## config.mk

```make
export PLATFORM = sky130hd
export DESIGN_NAME = sme_job_sched
export DESIGN_NICKNAME = d
export VERILOG_FILES = /design/src/rtl/sme_job_sched.sv
export SDC_FILE = /design/constraint.sdc
export NUM_CORES = 1
export LEC_CHECK = 0
export BUFFER_PORTS_ARGS = -buffer_cell sky130_fd_sc_hd__clkbuf_2
export CORE_UTILIZATION = 66
export CTS_CLUSTER_SIZE = 12
export DETAILED_ROUTE_END_ITERATION = 16
export PLACE_DENSITY = 0.84
export SETUP_SLACK_MARGIN = 0.15
export SYNTH_ARGS = -nofsm -noshare
export SYNTH_HDL_FRONTEND = slang
export SYNTH_SLANG_ARGS = --single-unit
```

## constraint.sdc

```tcl
create_clock -name clk -period 5.9 [get_ports clk]
set_input_delay 0.295 -clock clk [delete_from_list [all_inputs] [get_ports clk]]
set_output_delay 0.295 -clock clk [all_outputs]
set_load 0.1 [all_outputs]
```

## src/rtl/sme_job_sched.sv

```systemverilog
// Front-end job scheduler for the string-match engine: round-robin intake, one-job buffer, contiguous replay.
// Optional SME_JOB_SCHED_PERF_EN adds saturating job/match/error counters.
module sme_job_sched #(
  parameter int NREQ    = 2,
  parameter int IDW     = 2,
  parameter int TIMEOUT = 512,
  parameter int STR_MAX = 32,
  parameter int PAT_MAX = 8
) (
  input  logic              clk,
  input  logic              reset_n,
  input  logic [NREQ-1:0]   rq_valid,
  input  logic [8*NREQ-1:0] rq_data,
  input  logic [NREQ-1:0]   rq_ispat,
  input  logic [NREQ-1:0]   rq_last,
  output logic [NREQ-1:0]   rq_ready,
  output logic [7:0]        sme_chardata,
  output logic              sme_isstring,
  output logic              sme_ispattern,
  input  logic              sme_valid,
  input  logic              sme_match,
  input  logic [4:0]        sme_match_index,
  output logic              resp_valid,
  input  logic              resp_ready,
  output logic [IDW-1:0]    resp_id,
  output logic              resp_match,
  output logic [4:0]        resp_index,
  output logic              resp_err
`ifdef SME_JOB_SCHED_PERF_EN
  ,
  output logic [15:0]       perf_jobs,
  output logic [15:0]       perf_matches,
  output logic [15:0]       perf_errs
`endif
);

  localparam int SAW = $clog2(STR_MAX);
  localparam int SLW = $clog2(STR_MAX + 1);
  localparam int PAW = $clog2(PAT_MAX);
  localparam int PLW = $clog2(PAT_MAX + 1);
  localparam int TW  = $clog2(TIMEOUT + 1);

  typedef enum logic [2:0] {S_IDLE, S_LOAD, S_PLAY, S_WAIT, S_RESP} state_t;

  state_t          state;
  logic [IDW-1:0]  rr_ptr, g;
  logic [NREQ-1:0] gmask;
  logic [SLW-1:0]  slen, sidx;
  logic [PLW-1:0]  plen, pidx;
  logic [TW-1:0]   tcnt;
  logic            err;
  logic [7:0]      sbuf [STR_MAX];
  logic [7:0]      pbuf [PAT_MAX];

  logic            sel_found;
  logic [IDW-1:0]  sel_id;
  logic [NREQ-1:0] sel_oh;
  logic [7:0]      b_data;
  logic            b_pat, b_last, beat, drop, s_we, p_we, str_ok, pat_ok;

  // Two passes give the wrap-around search: first at/above the pointer, then from 0.
  always_comb begin
    sel_found = 1'b0;
    sel_id    = '0;
    sel_oh    = '0;
    for (int unsigned i = 0; i < NREQ; i++) begin
      if (!sel_found && rq_valid[i] && i >= 32'(rr_ptr)) begin
        sel_found = 1'b1;
        sel_id    = IDW'(i);
        sel_oh[i] = 1'b1;
      end
    end
    for (int unsigned i = 0; i < NREQ; i++) begin
      if (!sel_found && rq_valid[i]) begin
        sel_found = 1'b1;
        sel_id    = IDW'(i);
        sel_oh[i] = 1'b1;
      end
    end
  end

  always_comb begin
    b_data = '0;
    b_pat  = 1'b0;
    b_last = 1'b0;
    for (int unsigned i = 0; i < NREQ; i++) begin
      if (gmask[i]) begin
        b_data = rq_data[8*i +: 8];
        b_pat  = rq_ispat[i];
        b_last = rq_last[i];
      end
    end
  end

  // A non-empty pattern buffer means a pattern beat has already been seen.
  assign beat   = |(rq_valid & rq_ready);
  assign drop   = b_pat ? (plen == PLW'(PAT_MAX))
                        : ((plen != '0) || (slen == SLW'(STR_MAX)));
  assign s_we   = beat && !b_pat && !drop;
  assign p_we   = beat &&  b_pat && !drop;
  assign str_ok = (slen != '0) || s_we;
  assign pat_ok = (plen != '0) || p_we;

  always_ff @(posedge clk) begin
    if (s_we) sbuf[slen[SAW-1:0]] <= b_data;
    if (p_we) pbuf[plen[PAW-1:0]] <= b_data;
  end

  always_ff @(posedge clk or negedge reset_n) begin
    if (!reset_n) begin
      state         <= S_IDLE;
      rr_ptr        <= '0;
      g             <= '0;
      gmask         <= '0;
      rq_ready      <= '0;
      slen          <= '0;
      plen          <= '0;
      sidx          <= '0;
      pidx          <= '0;
      tcnt          <= '0;
      err           <= 1'b0;
      sme_chardata  <= '0;
      sme_isstring  <= 1'b0;
      sme_ispattern <= 1'b0;
      resp_valid    <= 1'b0;
      resp_id       <= '0;
      resp_match    <= 1'b0;
      resp_index    <= 5'h1F;
      resp_err      <= 1'b0;
`ifdef SME_JOB_SCHED_PERF_EN
      perf_jobs     <= '0;
      perf_matches  <= '0;
      perf_errs     <= '0;
`endif
    end else begin
      case (state)
        S_IDLE: begin
          if (sel_found) begin
            g        <= sel_id;
            gmask    <= sel_oh;
            rq_ready <= sel_oh;
            state    <= S_LOAD;
          end
        end
        S_LOAD: begin
          if (beat) begin
            if (s_we) slen <= slen + 1'b1;
            if (p_we) plen <= plen + 1'b1;
            if (drop) err  <= 1'b1;
            if (b_last) begin
              rq_ready <= '0;
              sidx     <= '0;
              pidx     <= '0;
              if (err || drop || !str_ok || !pat_ok) begin
                resp_valid <= 1'b1;
                resp_id    <= g;
                resp_match <= 1'b0;
                resp_index <= 5'h1F;
                resp_err   <= 1'b1;
                state      <= S_RESP;
              end else begin
                state <= S_PLAY;
              end
            end
          end
        end
        S_PLAY: begin
          if (sidx != slen) begin
            sme_chardata <= sbuf[sidx[SAW-1:0]];
            sme_isstring <= 1'b1;
            sidx         <= sidx + 1'b1;
          end else if (pidx != plen) begin
            sme_chardata  <= pbuf[pidx[PAW-1:0]];
            sme_isstring  <= 1'b0;
            sme_ispattern <= 1'b1;
            pidx          <= pidx + 1'b1;
          end else begin
            sme_chardata  <= '0;
            sme_isstring  <= 1'b0;
            sme_ispattern <= 1'b0;
            tcnt          <= '0;
            state         <= S_WAIT;
          end
        end
        S_WAIT: begin
          // A result arriving on the expiry cycle takes priority over the timeout.
          if (sme_valid) begin
            resp_valid <= 1'b1;
            resp_id    <= g;
            resp_match <= sme_match;
            resp_index <= sme_match_index;
            resp_err   <= 1'b0;
            state      <= S_RESP;
          end else if (tcnt == TW'(TIMEOUT - 1)) begin
            resp_valid <= 1'b1;
            resp_id    <= g;
            resp_match <= 1'b0;
            resp_index <= 5'h1F;
            resp_err   <= 1'b1;
            state      <= S_RESP;
          end else begin
            tcnt <= tcnt + 1'b1;
          end
        end
        S_RESP: begin
          if (resp_ready) begin
            resp_valid <= 1'b0;
            rr_ptr     <= (g == IDW'(NREQ - 1)) ? '0 : g + 1'b1;
            slen       <= '0;
            plen       <= '0;
            err        <= 1'b0;
            state      <= S_IDLE;
`ifdef SME_JOB_SCHED_PERF_EN
            if (perf_jobs != '1) perf_jobs <= perf_jobs + 1'b1;
            if (resp_err && perf_errs != '1) perf_errs <= perf_errs + 1'b1;
            if (!resp_err && resp_match && perf_matches != '1)
              perf_matches <= perf_matches + 1'b1;
`endif
          end
        end
        default: state <= S_IDLE;
      endcase
    end
  end

endmodule
```

Yosys cells after proc, flatten, opt, wreduce, memory -nomap -nowiden --
Memory sizes are Yosys's and may differ from the RTL's. Cells that the tools add are included.
Storage, ports and cells: register bits after elaboration 62, RAM bits 320, bits of input ports 32, output and inout port bits 22, word-level logic and storage cells 193, memories kept 2
Operators by class: add/subtract/negate cells 6, $lt $le $gt $ge 2, equal/unequal tests 25, multiplexer cells 92, bitwise gates (word level) 2, reduce and logical (&&, ||, !) cells 45
Memories:
- sbuf | depth 32, bits a word 8, rd ports 1, clocked after memory_dff 0, wr ports 1, line 52 | logic [7:0] sbuf [STR_MAX];
- pbuf | depth 8, bits a word 8, rd ports 1, clocked after memory_dff 0, wr ports 1, line 53 | logic [7:0] pbuf [PAT_MAX];
Operators by type and width (count):
- $mux W10 | 4
- $mux W6 | 6
- $mux W1 | 33
- $mux W8 | 4
- $mux W4 | 7
- $ne A2 B2 Y1 const B | 14
- $mux W3 | 9
- $mux W5 | 5
- $pmux W6 S2 | 2
- $mux W2 | 11
- $pmux W10 S2 | 1
- $reduce_and A4 Y1 | 5
- $pmux W4 S2 | 2
- $pmux W3 S5 | 1
- $reduce_and A5 Y1 | 3
- $add A6 B1 Y6 const B | 2
- $add A10 B1 Y10 const B | 1
- $eq A10 B9 Y1 const B | 1
- $pmux W5 S2 | 1
- $reduce_bool A2 Y1 | 5
- $logic_and A1 B1 Y1 | 9
- $add A4 B1 Y4 const B | 2
- $pmux W2 S2 | 2
- $logic_not A1 Y1 | 7
- 24 further kinds | 35

Longest topological paths before layout --
Gate-level depths: netlist of the first run.
depth in word-level cells 15, depth in mapped cells 9, mapped depth without buffers 7

Worst setup path after synthesis of the first run --
Ideal clock, no wire load.
path type register to register, start reg rq_ready[0], end mem sbuf[13][0] (enable), library setup time 0.370 ns, arrival time 2.491 ns, required time 5.530 ns, slack 3.039 ns, cell stages (with the launch flop) 6, buffers on the path 0, clock period less this slack 2.861 ns, cells stage by stage dfrtp_1 -> a22oi_1 -> nor4_2 -> and2_1 -> nand2_1 -> nor2_1
On the way: longest elaborated chain between the ends 6
Ends and longest elaborated chain:
- start: declaration | line 16 | output logic [NREQ-1:0] rq_ready,
- start signal: assignment | line 141 | rq_ready <= sel_oh;
- $and A2 B2 Y2 | line 96 | assign beat = |(rq_valid & rq_ready);
- $reduce_or A2 Y1 | line 96
- $logic_and A1 B1 Y1 (2 in series) | line 99 | assign s_we = beat && !b_pat && !drop;
- $mux W1 | line 105 | if (s_we) sbuf[slen[SAW-1:0]] <= b_data;
- $mux W1 (not written as such) | line 105
- end: declaration | line 52
No other way between the ends.

Final worst setup path of the first run --
start reg plen[0], end mem sbuf[29][5] (enable)
On the way: longest elaborated chain between the ends 7, elaborated cells on any way between the ends 8, those cells by class eq/ne (1); mux (3); reduce/logical (4)
Ends and longest elaborated chain:
- start: declaration | line 49 | logic [PLW-1:0] plen, pidx;
- start signal: assignment | line 148 | if (p_we) plen <= plen + 1'b1;
- $reduce_bool A4 Y1 | line 98 | : ((plen != '0) || (slen == SLW'(STR_MAX)));
- $logic_or A1 B1 Y1 | line 98
- $mux W1 (*) | line 97 | assign drop = b_pat ? (plen == PLW'(PAT_MAX))
- $logic_not A1 Y1 (*) | line 99
- $logic_and A1 B1 Y1 (*) | line 99
- $mux W1 (*) | line 105
- $mux W1 (not written as such) (*) | line 105
Every way passes the cells marked *; elsewhere a longest branch is shown, timed or not.

==> flow_summary.json, run 1 <==
{
  "status": "finished clean",
  "period_minus_slack_ps": 3310,
  "yosysWarningCount": 0,
  "core-area_um2": 22900,
  "globalplace.congestion": 0.931,
  "netlist_instances": 916,
  "clock-skew-final_ps": 24.3,
  "cts_max_level": 2,
  "setup_fix_bufs_post_cts": 0,
  "vdd_ir_drop_max_mv": 0.317,
  "hpwl_mm": 21.3,
  "grt_first_pass_wirelength_mm": 52.2,
  "synth-async-reset-ratio_pct": 15.6,
  "critPathLaunchType": "register",
  "leakage_nw": 5.80,
  "proportion_of_netlist_area_held_by_the_largest_area_contributor_pct": 61.5,
  "cts_inserted_buffers": 39,
  "max-slew-margin-rel_pct": 13.9,
  "drt-wirelength-per-cell_um": 26.1,
  "placementRows": 55,
  "cts_hold_repair.buffers": 5,
  "grt_antenna_before_repair": 0,
  "routed_wirelength_mm": 34.3,
  "crit_path_end_kind": "register",
  "hold_violations": 0,
  "detailedPlace.worstSlack_ps": 2610,
  "area_growth_pct": 11.1,
  "clock_latency_ps": 530,
  "fmaxAchievable_mhz": 302,
  "synthesis.area_per_instance_um2": 17.1,
  "post-layout-total-power_mw": 8.48,
  "die_area_um2": 24300,
  "ys_types": 70,
  "period_share_pct": 56.2,
  "max_cap_viol_count": 0,
  "share_of_the_synthesized_area_in_compound_gates_ao_oa_aoi_oai_pct": 6.73,
  "worst_hold_startpoint": "sme_match_index[4]",
  "netlist_top_cells_area": "sky130_fd_sc_hd__edfxtp_1 (62%), sky130_fd_sc_hd__mux4_2 (9.8%), sky130_fd_sc_hd__dfrtp_1 (8.7%)",
  "worst_path_max_delay_cell": "sky130_fd_sc_hd__nor2_1",
  "rsz0062_at_grt": "no",
  "grt_util_all_layers_pct": 29.7,
  "dr.pass1.iters": 5,
  "io-pin-count": 54,
  "port_buffers": 52,
  "main_combinational_cell_family_by_area_after_synthesis": "multiplexers",
  "chipWidth_um": 156,
  "initial_drt_markers": 1071,
  "nets": 1021,
  "clock_sink_count": 379,
  "cells_along_the_critical_path": "inv_1 > ha_1 > or3b_1 > nor4_2 > and2_1 > nand2_1 > nor2_1",
  "final.setup.worst_slack_ps": 2590,
  "routed_via_density": 6.66,
  "worst_r2r_startpoint": "plen[0]$_DFFE_PN0P_",
  "fillCellCount": 1278,
  "grt_max_degree": 61,
  "power_density_nw_per_um2": 488,
  "synth_seq_area_share_pct": 71.0,
  "initial_cell_density_of_the_core_pct": 68.2,
  "timing.critical_path.slowest_cell_delay_ps": 760,
  "r2r_slack_ps": 2590,
  "fp.dieH_um": 156,
  "cts-root-buf": "sky130_fd_sc_hd__clkbuf_16",
  "setup_viol_count_final": 0,
  "synth_simple_gate_area_share_pct": 6.35,
  "grt_pass1_vias": 8598,
  "synth_ff_type": "sky130_fd_sc_hd__edfxtp_1",
  "yosys.area.top_type": "sky130_fd_sc_hd__edfxtp_1",
  "setup.worst_path.class": "register to register",
  "max-clock-path-buffers": 3,
  "synth_edf_count": 320,
  "drive_above_1_share_pct": 20.7,
  "synth-seq-cells": 379,
  "diodes": 0,
  "post_cts_resize_count": 0,
  "slew_viol_final": 0,
  "vias": 8766,
  "least_margin_pin_slew_ps": 1280,
  "syn-num-nets": 957,
  "setup_tns_ps": 0,
  "routed_antenna_nets": 0,
  "synth_xor_area_share_pct": 1.07,
  "crit_startpoint": "plen[0]$_DFFE_PN0P_",
  "peak_fanout_along_the_critical_path": 10,
  "final_routed_drc_violation_total": 0,
  "min_path_type": "input pin to register",
  "synth_fa_ha_area_share_pct": 0.721,
  "cts_tree": "yes",
  "grt_remaining_overflow": 0,
  "post_synthesis_cell_area_um2": 15600,
  "post_synth_mux_area_share_pct": 12.4,
  "worst-endpoint-required_ps": 6050,
  "clk_pin_slew_worst_paths_ps": 60,
  "worst_path_arrival_ps": 3460
}
final cells by class:
class | instances | area [µm²] | share of cell area, %
repair buffers | 71 | 415 | 2.39
flip-flops and latches | 379 | 11100 | 63.9
clock buffers | 58 | 1110 | 6.39
well taps | 313 | 392 | 2.26
multi-input cells | 475 | 4270 | 24.6
clock inverters | 6 | 26.3 | 0.151
inverters | 14 | 52.6 | 0.303
logic make-up (layout without fill, tap and decap cells):
family                   count (synthesis)  in the layout
multiplexers                           108            108
buffers and inverters                   62            149
other                                    1              1
AO/OA/AOI/OAI                          147            147
flip-flops                             379            379
XOR/XNOR                                19             19
AND/OR/NAND/NOR                        191            191
adder cells (fa/ha/maj)                  9              9
registers in the layout (all words and copies together) (netlist names), 2 cells and up:
| name | count |
|---|---|
| sme_chardata | 8 |
| rq_ready | 2 |
| tcnt | 10 |
| pbuf | 64 |
| sbuf | 256 |
| state | 3 |
| gmask | 2 |
| pidx | 4 |
| slen | 6 |
| sidx | 6 |
| plen | 4 |
| resp_index | 5 |
worst max-delay path, delay by kind of cell (launching register included):
kind | cells | cell delay, ps
and+or+nand+nor | 5 | 2130
DFF | 1 | 480
adders and majority gates | 1 | 190
buffers and inverters | 1 | 130
Yosys cell counts, drive strengths merged (6+ instances only):
master / n
edfxtp: 320
mux4: 68
nor2: 56
dfrtp: 54
nand2: 46
mux2i: 34
a21oi: 31
clkbuf: 27
o21ai: 27
buf: 21
nand3: 17
a22o: 15
inv: 13
xnor2: 13
a211oi: 10
o221ai: 10
ha: 9
nand3b: 8
or3: 8
a21o: 7
a22oi: 7
nand4: 7
nor2b: 7
o211ai: 7
mux2: 6
nor4: 6
o22a: 6
o31ai: 6
xor2: 6
report_power, final:
part           switching (mW)  internal, mW  total, mW
combinational            1.59         0.876       2.47
sequential              0.394          3.38       3.78
clock                   0.942          1.29       2.23
total                    2.93          5.55       8.48
per-stage QoR:
| step | util [%] | instances | hold WS [ps] | instance area (µm²) |
|---|---|---|---|---|
| after global routing | 75.8 | 1316 | 14.7 | 17400 |
| final | 75.8 | 1316 | 12.7 | 17400 |
| after detailed placement | 70.6 | 1247 | 473 | 16200 |
| after global placement | 70.6 | 1247 | 462 | 16200 |
| after CTS | 75.7 | 1316 | 5.01 | 17400 |
| after floorplan | - | 916 | -0.591 | 15600 |
path summary, 6_finish.rpt:
check	cells past startpoint	endpoint
max	7	sbuf[29][5]$_DFFE_PP_
min	2	resp_index[4]$_DFFE_PN1P_
max reg2reg	7	sbuf[29][5]$_DFFE_PP_
min reg2reg	1	resp_valid$_DFFE_PN0P_
max in group asynchronous	3	sidx[0]$_DFFE_PN0P_
min in group asynchronous	3	g[0]$_DFFE_PN0P_
cells in the final DEF, fill, tap and decap left out, types with 8 or more instances in the layout:
cell                          n
sky130_fd_sc_hd__nand3b_1     8
sky130_fd_sc_hd__o221ai_1    10
sky130_fd_sc_hd__clkbuf_16   41
sky130_fd_sc_hd__a211oi_1     9
sky130_fd_sc_hd__xnor2_1     13
sky130_fd_sc_hd__edfxtp_1   320
sky130_fd_sc_hd__a22o_1      15
sky130_fd_sc_hd__mux2i_1     34
sky130_fd_sc_hd__buf_4       14
sky130_fd_sc_hd__nand2_1     46
sky130_fd_sc_hd__a21oi_1     31
sky130_fd_sc_hd__ha_1         9
sky130_fd_sc_hd__clkbuf_2    52
sky130_fd_sc_hd__inv_1       13
sky130_fd_sc_hd__dfrtp_1     52
sky130_fd_sc_hd__mux4_2      68
sky130_fd_sc_hd__nor2_1      56
sky130_fd_sc_hd__o21ai_0     27
sky130_fd_sc_hd__or3_1        8
sky130_fd_sc_hd__clkbuf_1    15
sky130_fd_sc_hd__nand3_1     17
metal layers:
layer,vias to the layer above,wire length (µm),GRT usage (%)
li1,3780,-,-
met1,4449,13600,41.7
met2,454,16900,46.9
met3,83,2720,5.64
met4,0,1150,11.8
met5,-,0,0
No activity file was read; power rests on OpenSTA's default activity.
==> run 2, diff against run 1 <==
Settings changed: CORE_UTILIZATION 66 to 62, PLACE_DENSITY 0.84 to 0.8.
Clock period 5.9 ns to 3.5 ns, I/O delays scaled along.
==> run 2 against run 1 <==
Effect of this change:
- core utilization fell by 3.8 points
- highest routed layer unchanged
- sequential cell count did not move
- first-iteration DRC count fell by 19%
- global-route usage fell by 2.2 points
- die area rose by 6.4%
- cell area rose by 1.7%
- register-to-register slack got worse by 2300 ps
- largest cell class unchanged
==> flow_summary.json, run 2 (same netlist as run 1, synthesis figures left out) <==
{
  "chipWidth_um": 161,
  "r2r_slack_ps": 340,
  "placementRows": 57,
  "setup_viol_count_final": 0,
  "core-area_um2": 24500,
  "rsz0062_at_grt": "yes",
  "nets": 1056,
  "status": "finished clean",
  "initial_drt_markers": 872,
  "grt.met1_usage_pct": 37.2,
  "grtUsageMet3_pct": 5.06,
  "max-clock-path-buffers": 3,
  "worst_path_arrival_ps": 3320,
  "hpwl_mm": 20.7,
  "grt_util_all_layers_pct": 27.5,
  "clock-skew-final_ps": 26.2,
  "dr.pass1.iters": 5,
  "clk_pin_slew_worst_paths_ps": 60,
  "fmaxAchievable_mhz": 316,
  "drive_above_1_share_pct": 23.2,
  "gr-max-usage-layer": "met2",
  "port_buffers": 52,
  "max_cap_viol_count": 0,
  "layout.cells.most_common_list": "sky130_fd_sc_hd__edfxtp_1 (320), sky130_fd_sc_hd__mux4_2 (68), sky130_fd_sc_hd__nor2_1 (55), sky130_fd_sc_hd__dfrtp_1 (52), sky130_fd_sc_hd__clkbuf_2 (52)",
  "io-pin-count": 54,
  "period_share_pct": 90.4,
  "routed_via_density": 6.45,
  "grt_pass1_vias": 8912,
  "cts_inserted_buffers": 38,
  "initial_cell_density_of_the_core_pct": 63.7,
  "setup_tns_ps": 0,
  "power.sequential.fraction_pct": 43.3,
  "p_int_mw": 9.38,
  "least_margin_pin_slew_ps": 912,
  "critPathLaunchType": "register",
  "die_area_um2": 25800,
  "grt_antenna_before_repair": 1,
  "vdd_ir_drop_max_mv": 0.882,
  "p_sw_share_pct": 34.3,
  "mostFrequentLayoutCell": "sky130_fd_sc_hd__edfxtp_1",
  "clock_network_fraction_of_total_power_pct": 25.7,
  "power_density_nw_per_um2": 808,
  "power_frac_comb_pct": 31.1,
  "cts-root-buf": "sky130_fd_sc_hd__clkbuf_16",
  "largest_register_ff_count": 256,
  "drt-wirelength-per-cell_um": 25.0,
  "cts_tree": "yes",
  "final_routed_drc_violation_total": 0,
  "min_path_type": "input pin to register",
  "worst-endpoint-required_ps": 3650,
  "max-slew-margin-rel_pct": 39.0,
  "grt_first_pass_wirelength_mm": 52.3,
  "cts_max_level": 2,
  "net_switching_power_mw": 4.90,
  "hold_violations": 0,
  "diodes": 0,
  "routed_wirelength_mm": 33.9,
  "slew_viol_final": 0,
  "globalplace.congestion": 0.892,
  "area_growth_pct": 13.1,
  "routed_antenna_nets": 0,
  "peak_fanout_along_the_critical_path": 9,
  "vias": 8751,
  "groute.layer.met2.usage_pct": 45.7,
  "fp.dieH_um": 161,
  "setup.worst_path.class": "register to register",
  "grt_max_degree": 47,
  "clock_latency_ps": 520,
  "clock_sink_count": 379,
  "leakage_nw": 5.98,
  "grt_remaining_overflow": 0,
  "crit_path_end_kind": "register",
  "post-layout-total-power_mw": 14.3,
  "period_minus_slack_ps": 3160
}
==> run 2: area by class of cell <==
type / instances / area, µm²
Sequential cell: 379 / 11100
Fill cell: 1515 / 6870
Multi-Input combinational cell: 475 / 4270
Clock buffer: 55 / 1080
Timing Repair Buffer: 107 / 731
Tap cell: 324 / 405
Inverter: 14 / 52.6
Clock inverter: 3 / 36.3
==> run 2: stage by stage <==
step                      cell area, µm²  utilization, %  worst slack, ps  hold slack, ps  instances
after floorplan                    15600               -              639            -121        916
after global placement             16500            67.1              522             334       1291
after detailed placement           16500            67.1              364             346       1291
after CTS                          17700            72.0              370            17.2       1357
after global routing               17700            72.0              136            47.7       1357
final                              17700            72.0              336            28.5       1357
==> run 2: timing repair <==
item                       in CTS  in global routing
resized for setup               0                  1
setup endpoints to repair       0                 24
hold endpoints to repair       40                  0
hold buffers                    8                  0
buffers inserted                0                  0
==> run 2: worst max-delay path, stage by stage, from the launching register on <==
cell	delay (ps)
sky130_fd_sc_hd__dfrtp_1	480
sky130_fd_sc_hd__inv_1	130
sky130_fd_sc_hd__ha_1	190
sky130_fd_sc_hd__or3b_1	380
sky130_fd_sc_hd__nor4_2	310
sky130_fd_sc_hd__and2_1	280
sky130_fd_sc_hd__nand2_1	360
sky130_fd_sc_hd__nor2_1	660
==> run 2: power groups by stage <==
| stage | Sequential (mW) | Combinational (mW) | Clock, mW |
|---|---|---|---|
| 2_1_floorplan | 6.56 | 2.71 | 0 |
| 3_3_place_gp | 6.24 | 4.31 | 0 |
| 3_5_place_dp | 6.26 | 4.40 | 0 |
| 4_1_cts | 6.18 | 4.44 | 3.74 |
| 5_1_grt | 6.23 | 4.73 | 3.90 |
| 6_report | 6.18 | 4.44 | 3.67 |
==> run 2: layer usage <==
layer  wire length (µm)  part of all wire, %
met1              13300                   39
met3               2490                  7.4
met5                  0                    0
met2              17100                   50
met4                965                  2.8
==> run 2: path summary, 6_finish.rpt <==
kind	startpoint	endpoint	cells past startpoint
min in group asynchronous	reset_n	tcnt[9]$_DFFE_PN0P_	2
max in group asynchronous	reset_n	resp_index[3]$_DFFE_PN1P_	3
worst max register to register	plen[1]$_DFFE_PN0P_	sbuf[16][3]$_DFFE_PP_	7
worst max-delay path	plen[1]$_DFFE_PN0P_	sbuf[16][3]$_DFFE_PP_	7
worst min register to register	resp_valid$_DFFE_PN0P_	resp_valid$_DFFE_PN0P_	1
worst min-delay path	rq_valid[1]	g[0]$_DFFE_PN0P_	3
==> run 3, diff against run 2 <==
Settings changed: CAP_MARGIN set to 5, HOLD_SLACK_MARGIN set to 0.1, RECOVER_POWER set to 25.
==> run 3 against run 2 <==
Effect of this change:
- the run now ends with capacitance limit, slew limit left
- first-iteration DRC count grew 1.6%
- worst hold slack better by 160 ps
- clock skew increased by 1.8 ps
- register-to-register slack got worse by 20 ps
- sequential share of layout area grew 0.058 points
- non-clock buffer count is 5 higher
- fmax fell by 0.65%
- worst setup slack lost 21 ps
- via count increased by 0.13%
- die area unchanged
- critical path type unchanged
- highest routed layer unchanged
==> flow_summary.json, run 3 (same netlist as run 1, synthesis figures left out) <==
{
  "status": "complete, but fails checks",
  "drive_above_1_share_pct": 20.6,
  "largest_register_ff_count": 256,
  "final_routed_drc_violation_total": 0,
  "grt_pass1_vias": 8960,
  "cts_max_level": 2,
  "crit_startpoint": "plen[1]$_DFFE_PN0P_",
  "routed_wirelength_mm": 34.1,
  "fmaxAchievable_mhz": 314,
  "postPlaceCellArea_um2": 16500,
  "max_cap_viol_count": 2,
  "clk_pin_slew_worst_paths_ps": 60,
  "grt_max_degree": 47,
  "leakage_nw": 5.92,
  "slew_viol_final": 77,
  "clock_network_fraction_of_total_power_pct": 25.8,
  "io-pin-count": 54,
  "initial_drt_markers": 886,
  "cts_inserted_buffers": 38,
  "nets": 1061,
  "worst_path_arrival_ps": 3340,
  "detailedPlace.worstSlack_ps": 364,
  "r2r.worst_path.cells": 7,
  "core-area_um2": 24500,
  "setup_tns_ps": 0,
  "critical_path.endpoint": "sbuf[16][3]$_DFFE_PP_",
  "postLayoutCellArea_um2": 17600,
  "chipWidth_um": 161,
  "placementRows": 57,
  "setup.worst_path.class": "register to register",
  "setup_viol_count_final": 0,
  "peak_fanout_along_the_critical_path": 9,
  "p_int_mw": 9.36,
  "period_share_pct": 91.0,
  "area_growth_pct": 13.0,
  "worst_r2r_startpoint": "plen[1]$_DFFE_PN0P_",
  "r2r-end": "sbuf[16][3]$_DFFE_PP_",
  "dr.pass1.iters": 5,
  "least_margin_pin_slew_ps": 1970,
  "placedCellCount": 1291,
  "globalplace.congestion": 0.892,
  "grt_antenna_before_repair": 1,
  "net_switching_power_mw": 4.91,
  "hpwl_mm": 20.7,
  "worst-endpoint-required_ps": 3660,
  "min_path_type": "input pin to register",
  "hold_violations": 0,
  "drt-wirelength-per-cell_um": 25.1,
  "p_sw_share_pct": 34.4,
  "die_area_um2": 25800,
  "fp.dieH_um": 161,
  "rsz0062_at_grt": "yes",
  "violated_checks": "capacitance limit, slew limit",
  "mostFrequentLayoutCell": "sky130_fd_sc_hd__edfxtp_1",
  "cts-root-buf": "sky130_fd_sc_hd__clkbuf_16",
  "clock_sink_count": 379,
  "max-slew-margin-rel_pct": -31.5,
  "layout.core_utilization_pct": 71.9,
  "clock-skew-final_ps": 28.0,
  "final.setup.worst_slack_ps": 315,
  "power_density_nw_per_um2": 809,
  "r2r_slack_ps": 320,
  "vdd_ir_drop_max_mv": 0.853,
  "initial_cell_density_of_the_core_pct": 63.7,
  "grt_util_all_layers_pct": 27.6,
  "holdWs_ps": 185,
  "layoutNonFillerInstCount": 1362,
  "routed_via_density": 6.43,
  "layout.cells.most_common_list": "sky130_fd_sc_hd__edfxtp_1 (320), sky130_fd_sc_hd__mux4_2 (68), sky130_fd_sc_hd__nor2_1 (55), sky130_fd_sc_hd__dfrtp_1 (52), sky130_fd_sc_hd__nand2_1 (46)",
  "setup_fix_bufs_post_cts": 0,
  "grt_first_pass_wirelength_mm": 52.5,
  "critPathLaunchType": "register",
  "period_minus_slack_ps": 3180,
  "power.sequential.fraction_pct": 43.4,
  "clock_latency_ps": 530,
  "post-layout-total-power_mw": 14.3,
  "port_buffers": 52,
  "cts_tree": "yes",
  "power_frac_comb_pct": 30.8,
  "vias": 8762,
  "grt_remaining_overflow": 0,
  "max-clock-path-buffers": 3,
  "routed_antenna_nets": 0,
  "diodes": 0,
  "crit_path_end_kind": "register"
}
-- run 3: repair_timing --
item / CTS / global route
resized for setup: 0 / 1
hold endpoints to repair: 46 / 0
hold buffers: 13 / 0
setup endpoints to repair: 0 / 24
-- run 3: worst max-delay path, cell delays in order, from the launching register on --
cell                      delay (ps)
sky130_fd_sc_hd__dfrtp_1         480
sky130_fd_sc_hd__inv_1           130
sky130_fd_sc_hd__ha_1            190
sky130_fd_sc_hd__or3b_1          390
sky130_fd_sc_hd__nor4_2          310
sky130_fd_sc_hd__and2_1          290
sky130_fd_sc_hd__nand2_1         370
sky130_fd_sc_hd__nor2_1          660
-- run 3: final cells by class --
cell class / instances / area (µm²)
Multi-Input combinational cell: 475 / 4250
Sequential cell: 379 / 11100
Clock buffer: 55 / 1080
Fill cell: 1538 / 6880
Tap cell: 324 / 405
Timing Repair Buffer: 112 / 728
Inverter: 14 / 52.6
Clock inverter: 3 / 36.3
-- run 3: how the worst min path moves through the flow --
stage / startpoint / end / slack [ps] / cells past startpoint
2_1_floorplan: reset_n / err$_DFFE_PN0P_ / -120 / 0
3_3_place_gp: reset_n / tcnt[9]$_DFFE_PN0P_ / 330 / 1
3_5_place_dp: reset_n / resp_match$_DFFE_PN0P_ / 350 / 1
4_1_cts: rq_last[1] / sidx[3]$_DFFE_PN0P_ / 150 / 4
5_1_grt: rq_last[1] / sidx[5]$_DFFE_PN0P_ / 200 / 4
6_report: rq_last[1] / pidx[3]$_DFFE_PN0P_ / 180 / 4
-- run 3: per-layer routing --
layer	track usage (%)	wire length, µm
met3	5.01	2370
met1	37.4	13500
met5	0	0
met4	8.92	912
met2	46.0	17300
-- run 3: power groups by stage --
stage | combinational, mW | sequential, mW | clock [mW]
after floorplan | 2.71 | 6.56 | 0
after global placement | 4.31 | 6.24 | 0
after detailed placement | 4.40 | 6.26 | 0
after CTS | 4.46 | 6.18 | 3.74
after global routing | 4.68 | 6.25 | 3.90
final | 4.40 | 6.20 | 3.68
